## config.mk

```make
export PLATFORM = sky130hd
export DESIGN_NAME = uart_tx_prog
export DESIGN_NICKNAME = d
export VERILOG_FILES = /design/src/rtl/prog_uart_pkg.sv /design/src/rtl/prog_uart_fifo.sv /design/src/rtl/uart_tx_prog.sv
export SDC_FILE = /design/constraint.sdc
export NUM_CORES = 1
export LEC_CHECK = 0
export ABC_AREA = 1
export CAP_MARGIN = 5
export CORE_MARGIN = 5
export CORE_UTILIZATION = 25
export DETAILED_ROUTE_END_ITERATION = 8
export RECOVER_POWER = 100
export SYNTH_ARGS = -nofsm -noshare
export SYNTH_HDL_FRONTEND = slang
export SYNTH_SLANG_ARGS = --single-unit
```

## constraint.sdc

```tcl
create_clock -name clk_i -period 8.9 [get_ports clk_i]
set_input_delay 1.78 -clock clk_i [delete_from_list [all_inputs] [get_ports clk_i]]
set_output_delay 1.78 -clock clk_i [all_outputs]
set_load 0.1 [all_outputs]
```

## src/rtl/prog_uart_pkg.sv

```systemverilog
// Shared types and constants for the boot-programming UART (tx and rx sides).
package prog_uart_pkg;

  localparam int UART_DIV_W = 16;
  localparam int UART_DATA_BITS = 8;
  localparam logic UART_IDLE_LEVEL = 1'b1;

  typedef enum logic [1:0] {
    IDLE,
    START,
    DATA,
    STOP
  } tx_state_e;

  // A divisor of 0 would never terminate a bit, so it runs as 1.
  function automatic logic [UART_DIV_W-1:0] cpb_clamp(input logic [UART_DIV_W-1:0] cpb);
    return (cpb == '0) ? UART_DIV_W'(1) : cpb;
  endfunction

endpackage

```

## src/rtl/prog_uart_fifo.sv

```systemverilog
// Small synchronous FIFO; read data comes from the registered head entry.
module prog_uart_fifo #(
  parameter int WIDTH = 8,
  parameter int DEPTH = 4
) (
  input  logic                     clk,
  input  logic                     rst_n,
  input  logic                     push,
  input  logic [WIDTH-1:0]         wdata,
  input  logic                     pop,
  output logic [WIDTH-1:0]         rdata,
  output logic                     full,
  output logic                     empty,
  output logic [$clog2(DEPTH):0]   count
);

  localparam int PW = $clog2(DEPTH);
  localparam logic [PW:0] FULL_CNT = (PW + 1)'(DEPTH);

  logic [WIDTH-1:0] mem [DEPTH];
  logic [PW-1:0]    wr_ptr;
  logic [PW-1:0]    rd_ptr;
  logic [PW:0]      cnt;
  logic             do_push;
  logic             do_pop;

  assign full    = (cnt == FULL_CNT);
  assign empty   = (cnt == '0);
  assign count   = cnt;
  assign rdata   = mem[rd_ptr];
  assign do_push = push & ~full;
  assign do_pop  = pop & ~empty;

  always_ff @(posedge clk or negedge rst_n) begin
    if (!rst_n) begin
      wr_ptr <= '0;
      rd_ptr <= '0;
      cnt    <= '0;
    end else begin
      if (do_push) wr_ptr <= wr_ptr + PW'(1);
      if (do_pop)  rd_ptr <= rd_ptr + PW'(1);
      case ({do_push, do_pop})
        2'b10:   cnt <= cnt + (PW + 1)'(1);
        2'b01:   cnt <= cnt - (PW + 1)'(1);
        default: cnt <= cnt;
      endcase
    end
  end

  // Storage is pure data; pointers alone define validity.
  always_ff @(posedge clk) begin
    if (do_push) mem[wr_ptr] <= wdata;
  end

endmodule

```

## src/rtl/uart_tx_prog.sv

```systemverilog
// 8N1 UART transmitter for the programming link, with a byte FIFO in front
// and a runtime baud divisor latched at the start of every frame.
module uart_tx_prog #(
  parameter int FIFO_DEPTH = 4,
  parameter int STOP_BITS  = 1
) (
  input  logic                                clk_i,
  input  logic                                rst_ni,
  input  logic [prog_uart_pkg::UART_DIV_W-1:0] clks_per_bit_i,
  input  logic                                tx_valid_i,
  input  logic [7:0]                          tx_byte_i,
  output logic                                tx_ready_o,
  output logic                                tx_o,
  output logic                                tx_en_o,
  output logic                                tx_done_o,
  output logic                                busy_o
);

  import prog_uart_pkg::*;

  localparam int CNT_W = $clog2(FIFO_DEPTH) + 1;

  logic                  fifo_push;
  logic                  fifo_pop;
  logic                  fifo_full;
  logic                  fifo_empty;
  logic [7:0]            fifo_rdata;
  logic [CNT_W-1:0]      fifo_count;

  tx_state_e             state_q, state_d;
  logic [UART_DIV_W-1:0] baud_q;
  logic [UART_DIV_W-1:0] cpb_q;
  logic [2:0]            bit_idx_q;
  logic [7:0]            shift_q;
  logic                  tx_q, tx_d;
  logic                  tx_en_q, tx_en_d;
  logic                  done_q, done_d;
  logic                  bit_end;
  logic                  last_data;
  logic                  last_stop;

  assign tx_ready_o = ~fifo_full;
  assign fifo_push  = tx_valid_i & tx_ready_o;

  prog_uart_fifo #(
    .WIDTH(UART_DATA_BITS),
    .DEPTH(FIFO_DEPTH)
  ) u_fifo (
    .clk   (clk_i),
    .rst_n (rst_ni),
    .push  (fifo_push),
    .wdata (tx_byte_i),
    .pop   (fifo_pop),
    .rdata (fifo_rdata),
    .full  (fifo_full),
    .empty (fifo_empty),
    .count (fifo_count)
  );

  assign bit_end   = (baud_q == cpb_q - UART_DIV_W'(1));
  assign last_data = (bit_idx_q == 3'(UART_DATA_BITS - 1));
  assign last_stop = (bit_idx_q == 3'(STOP_BITS - 1));

  assign tx_o      = tx_q;
  assign tx_en_o   = tx_en_q;
  assign tx_done_o = done_q;
  assign busy_o    = (state_q != IDLE) || (fifo_count != '0);

  // Next-state logic also computes the next line level so tx_o is registered.
  always_comb begin
    state_d  = state_q;
    fifo_pop = 1'b0;
    tx_d     = UART_IDLE_LEVEL;
    tx_en_d  = 1'b1;
    done_d   = 1'b0;
    case (state_q)
      IDLE: begin
        tx_en_d = 1'b0;
        if (!fifo_empty) begin
          state_d  = START;
          fifo_pop = 1'b1;
          tx_d     = 1'b0;
          tx_en_d  = 1'b1;
        end
      end
      START: begin
        tx_d = 1'b0;
        if (bit_end) begin
          state_d = DATA;
          tx_d    = shift_q[0];
        end
      end
      DATA: begin
        tx_d = shift_q[bit_idx_q];
        if (bit_end) begin
          if (last_data) begin
            state_d = STOP;
            tx_d    = UART_IDLE_LEVEL;
          end else begin
            tx_d = shift_q[bit_idx_q + 3'd1];
          end
        end
      end
      STOP: begin
        if (bit_end && last_stop) begin
          done_d = 1'b1;
          if (!fifo_empty) begin
            state_d  = START;
            fifo_pop = 1'b1;
            tx_d     = 1'b0;
          end else begin
            state_d = IDLE;
            tx_en_d = 1'b0;
          end
        end
      end
      default: begin
        state_d = IDLE;
        tx_en_d = 1'b0;
      end
    endcase
  end

  always_ff @(posedge clk_i or negedge rst_ni) begin
    if (!rst_ni) begin
      state_q   <= IDLE;
      tx_q      <= UART_IDLE_LEVEL;
      tx_en_q   <= 1'b0;
      done_q    <= 1'b0;
      baud_q    <= '0;
      bit_idx_q <= '0;
      cpb_q     <= UART_DIV_W'(1);
    end else begin
      state_q <= state_d;
      tx_q    <= tx_d;
      tx_en_q <= tx_en_d;
      done_q  <= done_d;
      if (fifo_pop) begin
        baud_q    <= '0;
        bit_idx_q <= '0;
        cpb_q     <= cpb_clamp(clks_per_bit_i);
      end else if (state_q != IDLE) begin
        if (bit_end) begin
          baud_q <= '0;
          // bit_idx counts data bits, then wraps to 0 and counts stop bits.
          if (state_q == STOP && last_stop) bit_idx_q <= '0;
          else if (state_q != START)        bit_idx_q <= bit_idx_q + 3'd1;
        end else begin
          baud_q <= baud_q + UART_DIV_W'(1);
        end
      end
    end
  end

  always_ff @(posedge clk_i) begin
    if (fifo_pop) shift_q <= fifo_rdata;
  end

endmodule
```

# After elaboration in Yosys (flattened, before gate mapping)
# Memories as Yosys holds them, arrays and structs flattened. A register that Yosys moved wholly into a read port is not among the register bits.
# Cells that the tools add are included.
word_totals:
  register_bits: 47
  ram_bits: 32
  inputBits: 27
  output_inout_bits: 5
  wordCells: 90
  memories: 1
mem_list:
  columns: ["name", "words", "width", "read_ports", "rd_ports_with_merged_regs", "write_ports", "line", "rtl"]
  rows:
  - ["u_fifo.mem", 4, 8, 1, 1, 1, "prog_uart_fifo.sv:20", "logic [WIDTH-1:0] mem [DEPTH];"]
classes:
  add_sub_neg: 7
  n_lt_le_gt_ge: 2
  eq_ne: 14
  n_mux: 36
  n_bitwise: 5
  reduce_logical: 15
ops:
  columns: ["operator", "n"]
  rows:
  - ["2-to-1 mux 16 bit", 4]
  - ["adder 16 x 1 -> 16 bit, second input constant", 1]
  - ["== test 16 bit", 1]
  - ["logical NOT 16 bit", 1]
  - ["subtractor 16 x 1 -> 16 bit, second input constant", 1]
  - ["2-to-1 mux 1 bit", 15]
  - ["2-to-1 mux 3 bit", 5]
  - ["2-to-1 mux 2 bit", 5]
  - ["!= test 2 bit, second input constant", 5]
  - ["less-than comparator 3 x 4 -> 1 bit, second input constant", 2]
  - ["case mux 2 bit (4 select lines)", 1]
  - ["nonzero test 2 bit", 4]
  - ["adder 3 x 1 -> 3 bit, second input constant", 2]
  - ["binary-select mux 1 bit (select 3 bit)", 2]
  - ["== test 2 bit, second input constant", 3]
  - ["== test 3 bit, second input constant", 2]
  - ["logical NOT 3 bit", 2]
  - ["case mux 3 bit (2 select lines)", 1]
  - ["nonzero test 3 bit", 2]
  - ["AND reduction 5 bit", 1]
  - ["adder 2 x 1 -> 2 bit, second input constant", 2]
  - ["== test 2 x 1 -> 1 bit, second input constant", 2]
  - ["case mux 1 bit (2 select lines)", 2]
  - ["case mux 1 bit (4 select lines)", 1]
  - ["other kinds (8)", 12]

# Logic depth before layout (Yosys ltp)
logic_depth:
  depth_word: 8
  depth_mapped: 23

# Cells and area by module
# From an unflattened synthesis, not the netlist that was laid out.
hier_totals:
  hier_cells: 601
  hier_area_um2: 5082.4
modules_own_cells:
  columns: ["mod", "n_inst", "cells_per_inst", "area_each_um2", "seq_area_each_um2"]
  rows:
  - ["uart_tx_prog", 1, 447, 3340.7, 1243.7]
  - ["prog_uart_fifo", 1, 154, 1741.7, 1136.1]

# Worst setup path before layout
# No wires, ideal clock.
synth_timing:
  kind: "register to output"
  startpoint: "register state_q[0]"
  endpoint: "output port busy_o"
  arrival_time_ns: 1.530
  slack_ns: 5.590
  path_stages_with_launch: 5
  n_path_buf: 1
  cell_sequence: "dfrtp_1 > inv_1 > ha_1 > clkbuf_1 > nand2_1"
synth_between:
  elab_chain_len: 2
synth_rtl:
  columns: ["item", "line", "rtl"]
  rows:
  - ["start: declaration", "uart_tx_prog.sv:30", "tx_state_e state_q, state_d;"]
  - ["start signal: assignment", "uart_tx_prog.sv:134", "state_q <= state_d;"]
  - ["nonzero test 2 bit", "uart_tx_prog.sv:67", "assign busy_o = (state_q != IDLE) || (fifo_count != '0);"]
  - ["logical OR 1 bit", "uart_tx_prog.sv:67", null]
  - ["end: declaration", "uart_tx_prog.sv:16", "output logic busy_o"]
# Every way passes these cells.

# Worst setup path in the final report
layout_timing:
  startpoint: "register cpb_q[0]"
  endpoint: "register bit_idx_q[0]"
layout_between:
  elab_chain_len: 7
  word_cells_on_any_way: 10
  cone_classes: "1 x add/sub; 1 x eq/ne; 3 x mux; 5 x reduce/logical"
layout_rtl:
  columns: ["item", "line", "rtl"]
  rows:
  - ["start: declaration", "uart_tx_prog.sv:32", "logic [UART_DIV_W-1:0] cpb_q;"]
  - ["start signal: assignment", "uart_tx_prog.sv:141", "cpb_q <= cpb_clamp(clks_per_bit_i);"]
  - ["subtractor 16 x 1 -> 16 bit *", "uart_tx_prog.sv:60", "assign bit_end = (baud_q == cpb_q - UART_DIV_W'(1));"]
  - ["== test 16 bit *", "uart_tx_prog.sv:60", null]
  - ["logical AND 1 bit", "uart_tx_prog.sv:105", "if (bit_end && last_stop) begin"]
  - ["2-to-1 mux 1 bit", "uart_tx_prog.sv:105", null]
  - ["case mux 1 bit (2 select lines)", "uart_tx_prog.sv:76", "case (state_q)"]
  - ["nonzero test 3 bit (no source line) or nonzero test 2 bit (tied branches)", null, null]
  - ["AND reduction 3 bit (no source line)", null, null]
  - ["end signal: assignment", "uart_tx_prog.sv:147", "else if (state_q != START) bit_idx_q <= bit_idx_q + 3'd1;"]
  - ["end: declaration", "uart_tx_prog.sv:33", "logic [2:0] bit_idx_q;"]
# Every way passes the cells marked *; elsewhere a longest branch is shown, timed or not.
# A chain may end at the register's enable or synchronous reset.

==> flow_summary_export.csv <==
group,metric,value,unit
critical_path,path_class,"flop to flop",
clock_network,clock_latency,0.34,ns
placed_design,post-place-cells,850,
run,cap_violations,2,
clock_network,cts-root-buf,"clkbuf_16",
drt,drt_iter0_markers,182,
sta,final_max_slew_viol_count,67,
outcome,violations,"capacitance limit, slew limit",
placed_design,hpwl,7.96,mm
critical_path,cp-start-kind,"flop",
clock_network,cts_htree_levels,3,
floorplanning,coreArea,18900,um2
global_route,grt_pass1_wl,17.3,mm
cells_and_area,diodes,0,
sta,finalHoldViolCount,0,
cells_and_area,syn2layout_area_growth,17.0,%
logic_synthesis,synth_fp_nets,612,
clock_network,hold_buffers,0,
logic_synthesis,synth_edf_count,40,
global_route,grt_max_degree,48,
outcome,status,"finished with violations",
clock_network,cts_setup_buffers,0,
placed_design,io_buffers,31,
sta,setup_violations,0,
clock_network,cts_tree,"yes",
drt,wl_per_cell,12.0,um
sta,post-route-period-util,52.8,%
floorplanning,dieArea,22200,um2
logic_synthesis,synth_seq_area_share,49.2,%
drt,drc_errors,0,
cells_and_area,nets,644,
global_route,grtUsageTotal,9.69,%
clock_network,cts.clk_slew.worst_paths,0.07,ns
cells_and_area,final_cells,866,
drt,wirelength,10.4,mm
floorplanning,rows,50,
drt,vias,3668,
logic_synthesis,ys_warn_count,0,
global_route,overflow,0,
cells_and_area,fin_util,29.9,%
clock_network,clkSinkCount,87,
critical_path,critPathMaxFanout,18,
pwr,p_per_area,344,nW/um2
critical_path,crit_path_end_kind,"flop",
floorplanning,initial_core_util,25.6,%
sta,worst_slew_pin_slew,2.87,ns
logic_synthesis,async_flop_share,54.0,%
drt,drtPass1Iterations,4,
sta,rsz0062_at_grt,"no",
hold_path,hold_class,"flop to flop",
logic_synthesis,netlist_area,4830,um2
sta,fmax,213,MHz
drt,antenna_left,0,
critical_path,cp_data_required_time,9.12,ns
pwr,power.leakage,2.40,nW
logic_synthesis,synth-seq-cells,87,
floorplanning,dieWidth,149,um
logic_synthesis,synth_ff_type,"dfrtp_1",
clock_network,cts-buffers-inserted,9,
clock_network,cts_resized,0,
clock_network,cts_buffer_depth,2,
floorplanning,num_io_pins,32,
cells_and_area,drive_above_1_share,6.77,%
global_route,grt_pass1_vias,3551,
pwr,vdd.ir_drop.worst,0.142,mV
logic_synthesis,syn_avg_cell_area,8.50,um2
critical_path,critPathArrivalTime,4.92,ns
sta,fin_skew,0.00726,ns
logic_synthesis,ys_types,44,
floorplanning,die_h,149,um
global_route,grt_antenna_before_repair,0,
sta,setup_tns,0,ns
placed_design,globalplace.congestion,0.890,
sta,slew_headroom,-93.2,%
drt,via_per_inst,4.24,
sta,min_period,4.70,ns
logic_synthesis,synthCells,569,
placed cells by master (no fill, tap or decap), drive strengths merged, types with 4 or more instances in the layout:
cell	count
nor4	4
ha	15
dfrtp	45
clkbuf	10
xnor2	8
dlygate4sd3	14
edfxtp	40
nor2	83
clkdlybuf4s50	16
clkinv	4
o21ai	40
xor2	22
a21oi	12
nand2	148
nand4	7
nor3	8
o22ai	10
o21bai	4
inv	70
nand3	32
metrics by stage:
stage / setup slack (ns) / instance area, um2 / power (W) / hold WS, ns
2_1_floorplan: 5.59 / 4830 / 0.00141 / 0.468
3_3_place_gp: 5.02 / 5400 / 0.00160 / 0.488
3_5_place_dp: 5.00 / 5400 / 0.00161 / 0.489
4_1_cts: 4.63 / 5700 / 0.00199 / 0.503
5_1_grt: 3.66 / 5660 / 0.00212 / 0.546
6_report: 4.20 / 5660 / 0.00194 / 0.498
layout make-up:
| class | instances | area (um2) |
|---|---|---|
| multi-input combinational | 403 | 2080 |
| inverter | 69 | 260 |
| clock inverter | 7 | 80.1 |
| fill | 2063 | 13200 |
| tap | 260 | 325 |
| clock buffer | 9 | 225 |
| sequential | 87 | 2380 |
| timing repair buffer | 31 | 304 |
Yosys cell counts (2+ instances only):
cell | count | area share (%)
nand4_1 | 7 | 0.91
clkbuf_1 | 3 | 0.23
xnor2_1 | 8 | 1.4
dfrtp_1 | 45 | 23
o21ai_0 | 37 | 3.8
a21oi_1 | 12 | 1.2
xor2_1 | 22 | 4.0
buf_6 | 2 | 0.47
inv_2 | 4 | 0.31
o21bai_1 | 3 | 0.47
and2_1 | 2 | 0.26
buf_2 | 2 | 0.21
nor2_2 | 15 | 1.9
o22ai_1 | 10 | 1.3
nand2_1 | 143 | 11
dfstp_2 | 2 | 1.1
ha_1 | 15 | 3.9
inv_1 | 64 | 5.0
nand3_1 | 31 | 3.2
nand2_2 | 4 | 0.52
nor2_1 | 67 | 5.2
nor4_1 | 4 | 0.52
edfxtp_1 | 40 | 25
nor3_1 | 7 | 0.72
kinds of logic (layout without fill, tap and decap cells):
group           Yosys count  count (layout)  synth area share [%]
buf+inv                  79             116                  6.86
fa+ha+maj                16              16                  4.30
flops                    87              87                  49.2
xor+xnor                 30              30                  5.43
simple gates            286             286                  25.7
compound gates           71              71                  8.49
state kept, by name (all words and copies together) (netlist names), 2 cells and up:
register and cells:
u_fifo.count 3, u_fifo.mem 32, state_q 2, shift_q 8
baud_q 16, cpb_q 16, u_fifo.rd_ptr 2, u_fifo.wr_ptr 2
bit_idx_q 3
power breakdown:
part | switching, W | leakage [nW] | internal, W
Combinational | 0.000592 | 1.30 | 0.000289
Sequential | 0.000121 | 0.960 | 0.000570
Clock | 0.000173 | 0.145 | 0.000199
routing by layer:
| metal | vias to the layer above | share of wire (%) | track usage [%] |
|---|---|---|---|
| li1 | 1911 | - | - |
| met1 | 1700 | 49 | 12.9 |
| met2 | 51 | 46 | 15.8 |
| met3 | 6 | 3.2 | 2.10 |
| met4 | 0 | 1.1 | 3.16 |
| met5 | - | 0 | 0 |
critical path, stage by stage, from the launching register on:
cell and delay, ns:
dfstp_1 0.60, inv_1 0.12, ha_1 0.27, nand3_1 0.23, nor2_1 0.12, nand2_1 0.09
xor2_1 0.19, nand4_1 0.13, nor2_1 0.14, nand2_1 0.18, o21ai_0 2.18, nand2_2 0.13
nand2_1 0.15, nand2_1 0.05
worst paths after layout:
check	from	cells past startpoint	to	slack, ns
min	u_fifo.count[0]$_DFFE_PN0P_	1	u_fifo.count[0]$_DFFE_PN0P_	0.50
max reg2reg	cpb_q[0]$_DFFE_PN1N_	13	bit_idx_q[0]$_DFFE_PN0P_	4.20
max in group asynchronous	rst_ni	1	baud_q[6]$_DFFE_PN0P_	5.19
min in group asynchronous	rst_ni	1	cpb_q[14]$_DFFE_PN0N_	2.23
min reg2reg	u_fifo.count[0]$_DFFE_PN0P_	1	u_fifo.count[0]$_DFFE_PN0P_	0.50
max	cpb_q[0]$_DFFE_PN1N_	13	bit_idx_q[0]$_DFFE_PN0P_	4.20
Note: power is estimated with default switching activity, not from simulation.
